--- src/rtl/speed_gate_ctrl.sv ---
// Entry/exit sequencing for the speed-measuring parking gate: turns raw sensor
// edges into datapath command strobes and times the barrier hold.
module speed_gate_ctrl #(
    parameter int WIDTH_SPEED = 14,
    parameter int MAX_VEH     = 3,
    parameter int SPEED_LIMIT = 40,
    parameter int SYS_FREQ    = 50000000,
    parameter int TIMEOUT_MS  = 1000,
    parameter int HOLD_MS     = 2000
) (
    input  logic                   clk,
    input  logic                   reset_n,
    input  logic                   sen_in1,
    input  logic                   sen_in2,
    input  logic                   sen_out,
    input  logic [1:0]             num_veh,
    input  logic [WIDTH_SPEED-1:0] speed,
    input  logic                   done,
    output logic                   init,
    output logic                   count,
    output logic                   cal,
    output logic                   up,
    output logic                   down,
    output logic                   en,
    output logic                   dis,
    output logic                   full,
    output logic                   overspeed,
    output logic                   timeout
);

    // state    | meaning
    // IDLE     | waiting for an entry event on sensor A
    // TIMING   | ms timer running, waiting for sensor B or timeout
    // WAIT_DIV | divide in progress, waiting for done
    typedef enum logic [1:0] {IDLE, TIMING, WAIT_DIV} state_t;

    localparam int DIV    = SYS_FREQ / 1000;
    localparam int DIV_M1 = DIV - 1;
    localparam int PRE_W  = (DIV > 1) ? $clog2(DIV) : 1;
    localparam int HOLD_W = $clog2(HOLD_MS + 1);

    localparam logic [PRE_W-1:0]       PRE_LAST  = DIV_M1[PRE_W-1:0];
    localparam logic [9:0]             TIMEOUT_V = TIMEOUT_MS[9:0];
    localparam logic [HOLD_W-1:0]      HOLD_V    = HOLD_MS[HOLD_W-1:0];
    localparam logic [1:0]             MAX_V     = MAX_VEH[1:0];
    localparam logic [WIDTH_SPEED-1:0] LIMIT_V   = SPEED_LIMIT[WIDTH_SPEED-1:0];

    state_t             state_q, state_d;
    logic [2:0]         s1_q, s1_d, s2_q, s2_d, s3_q, s3_d;
    logic [PRE_W-1:0]   pre_q, pre_d;
    logic [9:0]         to_cnt_q, to_cnt_d;
    logic [HOLD_W-1:0]  hold_cnt_q, hold_cnt_d;
    logic               hold_act_q, hold_act_d;
    logic               init_q, init_d, count_q, count_d, cal_q, cal_d;
    logic               up_q, up_d, down_q, down_d, en_q, en_d, dis_q, dis_d;
    logic               ovs_q, ovs_d, to_q, to_d;
    logic [2:0]         evt;
    logic               ms_tick;

    // bit 0 = entry A, bit 1 = entry B, bit 2 = exit
    assign s1_d    = {sen_out, sen_in2, sen_in1};
    assign s2_d    = s1_q;
    assign s3_d    = s2_q;
    assign evt     = s2_q & ~s3_q;
    assign ms_tick = (pre_q == PRE_LAST);
    assign pre_d   = ms_tick ? '0 : pre_q + 1'b1;
    assign full    = (num_veh >= MAX_V);

    always_comb begin
        state_d  = state_q;
        to_cnt_d = to_cnt_q;
        init_d   = 1'b0;
        cal_d    = 1'b0;
        up_d     = 1'b0;
        ovs_d    = 1'b0;
        to_d     = 1'b0;
        case (state_q)
            IDLE: begin
                if (evt[0] && !full) begin
                    init_d   = 1'b1;
                    to_cnt_d = '0;
                    state_d  = TIMING;
                end
            end
            TIMING: begin
                // B has priority over a timeout landing in the same cycle
                if (evt[1]) begin
                    cal_d   = 1'b1;
                    state_d = WAIT_DIV;
                end else if (to_cnt_q == TIMEOUT_V) begin
                    to_d    = 1'b1;
                    init_d  = 1'b1;
                    state_d = IDLE;
                end else if (ms_tick) begin
                    to_cnt_d = to_cnt_q + 1'b1;
                end
            end
            WAIT_DIV: begin
                if (done) begin
                    if (speed > LIMIT_V) ovs_d = 1'b1;
                    else                 up_d  = 1'b1;
                    state_d = IDLE;
                end
            end
            default: state_d = IDLE;
        endcase
        count_d = (state_d == TIMING);
    end

    always_comb begin
        down_d     = evt[2] && (num_veh != 2'd0);
        en_d       = down_d;
        hold_cnt_d = hold_cnt_q;
        hold_act_d = hold_act_q;
        dis_d      = 1'b0;
        // a fresh open always wins over an expiry in the same cycle
        if (up_d || en_d) begin
            hold_cnt_d = HOLD_V;
            hold_act_d = 1'b1;
        end else if (hold_act_q) begin
            if (hold_cnt_q == '0) begin
                dis_d      = 1'b1;
                hold_act_d = 1'b0;
            end else if (ms_tick) begin
                hold_cnt_d = hold_cnt_q - 1'b1;
            end
        end
    end

    always_ff @(posedge clk or negedge reset_n) begin
        if (!reset_n) begin
            state_q    <= IDLE;
            s1_q       <= '0;
            s2_q       <= '0;
            s3_q       <= '0;
            pre_q      <= '0;
            to_cnt_q   <= '0;
            hold_cnt_q <= '0;
            hold_act_q <= 1'b0;
            init_q     <= 1'b0;
            count_q    <= 1'b0;
            cal_q      <= 1'b0;
            up_q       <= 1'b0;
            down_q     <= 1'b0;
            en_q       <= 1'b0;
            dis_q      <= 1'b0;
            ovs_q      <= 1'b0;
            to_q       <= 1'b0;
        end else begin
            state_q    <= state_d;
            s1_q       <= s1_d;
            s2_q       <= s2_d;
            s3_q       <= s3_d;
            pre_q      <= pre_d;
            to_cnt_q   <= to_cnt_d;
            hold_cnt_q <= hold_cnt_d;
            hold_act_q <= hold_act_d;
            init_q     <= init_d;
            count_q    <= count_d;
            cal_q      <= cal_d;
            up_q       <= up_d;
            down_q     <= down_d;
            en_q       <= en_d;
            dis_q      <= dis_d;
            ovs_q      <= ovs_d;
            to_q       <= to_d;
        end
    end

    assign init      = init_q;
    assign count     = count_q;
    assign cal       = cal_q;
    assign up        = up_q;
    assign down      = down_q;
    assign en        = en_q;
    assign dis       = dis_q;
    assign overspeed = ovs_q;
    assign timeout   = to_q;

endmodule

--- config.mk ---
export PLATFORM = sky130hd
export DESIGN_NAME = speed_gate_ctrl
export DESIGN_NICKNAME = d
export VERILOG_FILES = /design/src/rtl/speed_gate_ctrl.sv
export SDC_FILE = /design/constraint.sdc
export NUM_CORES = 1
export LEC_CHECK = 0
export ABC_AREA = 1
export CAP_MARGIN = 20
export CORE_ASPECT_RATIO = 0.75
export CORE_MARGIN = 2
export CORE_UTILIZATION = 61
export DETAILED_ROUTE_END_ITERATION = 10
export GPL_TIMING_DRIVEN = 1
export PLACE_DENSITY = 0.85
export SKIP_LAST_GASP = 1
export SYNTH_ARGS = -nofsm -noshare
export SYNTH_HDL_FRONTEND = slang
export SYNTH_SLANG_ARGS = --single-unit
--- constraint.sdc ---
create_clock -name clk -period 2.27 [get_ports clk]
set_input_delay 0.454 -clock clk [delete_from_list [all_inputs] [get_ports clk]]
set_output_delay 0.454 -clock clk [all_outputs]
set_load 0.01 [all_outputs]
==> impl_results.md <==
* Synth Area in Compound Gates at 4.62%
* Die X at 85.8 µm
* CP Max Fanout at 2
* Top sig layer: met4
* Largest family of logic cells by synthesized area: simple AND/OR/NAND/NOR gates
* Total Wirelength at 6270 µm
* HPWL after detailed placement at 4510 µm
* Initial antenna violation count at 0
* Delay of the slowest critical-path stage at 0.52 ns
* Synth Area in Simple Gates at 34.8%
* PortBufs at 31
* Outcome: finished, violations left
* Slew HR at 66.6%
* Via-to-Cell Ratio at 5.30
* Netlist cell types at 32
* Worst-Margin Slew at 0.502 ns
* # IOs at 32
* Post-Synth Adder-Cell Area at 1.64%
* Clk_lat worst skew at between 0.3 and 0.4 ns
* Fraction of layout cells with a size suffix above 1 at 8.20%
* Post-Synthesis Net Count at 423
* Hold-fix buffers, CTS at 0
* Skew final at ~0.012 ns
* Starting Density at 62.8%
* WL met2 at 2890 µm
* Most common cell after layout, fill and taps aside: nand2_1
* Final period util at 89.8%
* Synth Cell Area at 3060 µm²
* M1 wire length at 2880 µm
* Clk pin slew, worst setup/hold paths at roughly 0.07 ns
* All-Layer GR Usage at between 20% and 30%
* Placed Area at 3420 µm²
* Peak Freq at 490 MHz
* Overflow after GRT at 0
* Slew Limit Fails at 0
* Critical path's most frequent cell: clkdlybuf4s50_1
* TritonCTS Buffers at 9
* Leak at 1.83 nW
* Vias at around 2600
* TritonCTS clock tree: yes
* Post-CTS sizing at 0
* Placer Congestion at around 0.85
* Core region area at ~4900 µm²
* Setup slack after layout at 0.231 ns
* Worst IR Drop VDD at roughly 560 µV
* Chip Height at 65.3 µm
* Final #Nets at 460
* TritonCTS Sinks at 57
* Most frequent cells in the layout: 103 x nand2_1, 57 x dfrtp_1, 53 x inv_1
* Sequential share of the synthesized area at 46.6%
* WS Path Type: in2out
* Synthesized flop and latch total at 57
* N_diodes at 0
* Design area at 3590 µm²
* First-pass GRT wire length at 10700 µm
* Failing checks: design-rule violations
* Drc violations at 1
* Number of setup violations in the final report at 0
* Critical Path RT at 1.82 ns
* H-tree Lvls at 3
* Avg Inst Size Synth at ~7.7 µm²
* Fillers at 387
* Drt first pass iters at 8
* Met3 WL at 369 µm
* R2R depth at 8
* Worst slack, placed at 0.169 ns
* HP Class: in2async
* Initial DRC Count at 128
* TNS Setup at 0 ns
* Hold Vio Cnt, Final at 0
* Largest net degree at the start of global routing at 37
* # Post-CTS Setup Buffers at 0
* Cells after synthesis at 397
* CTS Root Buffer Type: clkbuf_8
* Num rows at 22
* DR WL/cell at around 13 µm
* RR Startpoint: pre_q[0]$_DFF_PN0_
* Slowest CP cell: clkdlybuf4s50_1
* Post-route ant nets at 0
* Util after Layout at ~74%
* Power per Cell Area at 648 nW/µm²
* Final Critical Period at 2.04 ns
* Top delay family on crit path: buffers and inverters
* Vias in the first global route at 2482
* Max Cap Viol at 0
* CP Data Arrival Time at 1.59 ns
* Crit-path cells: clkdlybuf4s50_1, nand2_1, inv_1, clkdlybuf4s50_1
* CP Buf/Inv Count at 3
* Setup crit start kind: input port
* Worst setup EP type: primary output
* Reg2Reg Setup Slack at between 0.4 and 0.5 ns
* Area growth syn-to-layout at 17.2%
* RSZ-0062 raised after global routing: no
* Multiplexer area fraction after synthesis at 0%
* Post-Synth XOR/XNOR Area at 3.43%
* Die ar. at 5610 µm²
* Reg-to-reg endpoint: hold_cnt_q[0]$_DFFE_PN0P_
* Clk buf depth at 2
* Ys Warns at 0
Yosys cell counts (all sizes together):
cell type | n | area [µm²]
o21bai | 2 | 15.0
o21a | 1 | 7.51
and3 | 1 | 6.26
buf | 7 | 52.5
o22ai | 1 | 6.26
nand3b | 4 | 30.0
a21boi | 1 | 7.51
clkinv | 1 | 3.75
dfrtp | 57 | 1430
nor4 | 2 | 12.5
a21oi | 11 | 55.1
xor2 | 12 | 105
and2 | 1 | 6.26
clkbuf | 1 | 7.51
nor3b | 3 | 22.5
nand3 | 24 | 130
nand4 | 24 | 150
or2 | 1 | 6.26
nand2 | 109 | 424
nor3 | 10 | 55.1
nor2 | 54 | 220
ha | 4 | 50.1
o21ai | 10 | 50.1
inv | 56 | 210
kinds of logic after synthesis:
| group | after synthesis |
|---|---|
| DFF | 57 |
| adders and majority gates | 4 |
| buffers and inverters | 65 |
| xor gates and xnor gates | 12 |
| and+or+nand+nor | 233 |
| AOI/OAI and AO/OA | 26 |
sequential cells by signal, summed over array words and instances (netlist names):
register and count:
en 1, cal 1, state_q 2, dis 1, to_cnt_q 10, count 1
up 1, overspeed 1, hold_cnt_q 11, hold_act_q 1, s3_q 3, s1_q 3
pre_q 16, init 1, s2_q 3, timeout 1
worst max path at each step:
stage | start | to | cells past startpoint
final | num_veh[1] | full | 4
after global routing | num_veh[1] | full | 4
after CTS | num_veh[1] | full | 4
after detailed placement | speed[4] | hold_cnt_q[4]$_DFFE_PN0P_ | 10
after global placement | speed[5] | dis$_DFF_PN0_ | 8
after floorplan | hold_cnt_q[0]$_DFFE_PN0P_ | hold_cnt_q[4]$_DFFE_PN0P_ | 10
routing by layer:
layer | track usage (%) | vias up
li1 | - | 1343
met1 | 31.1 | 1212
met2 | 39.9 | 76
met3 | 8.54 | 12
met4 | 11.7 | 0
met5 | 0 | -
through the flow:
stage	hold slack, ns	total power [mW]	cells
after floorplan	0.158	1.38	397
after global placement	0.333	1.51	483
after detailed placement	0.335	1.52	483
after CTS	0.0736	2.35	499
after global routing	0.107	2.46	499
final	0.0611	2.33	499
power by group:
group          internal [mW]  switching, mW  leakage [nW]
logic                  0.145          0.219          1.02
clock network          0.389          0.433        0.0733
registers               1.08         0.0621         0.735
total                   1.61          0.714          1.83
area by class of cell:
type	instances	area, µm²	share of cell area, %
tap	60	75.1	2.09
timing repair buffer	34	340	9.49
sequential	57	1430	39.8
multi-input combinational	275	1360	37.9
clock inverter	7	47.5	1.33
clock buffer	9	124	3.45
inverter	57	214	5.96
Power figures use the tool's default switching activity.
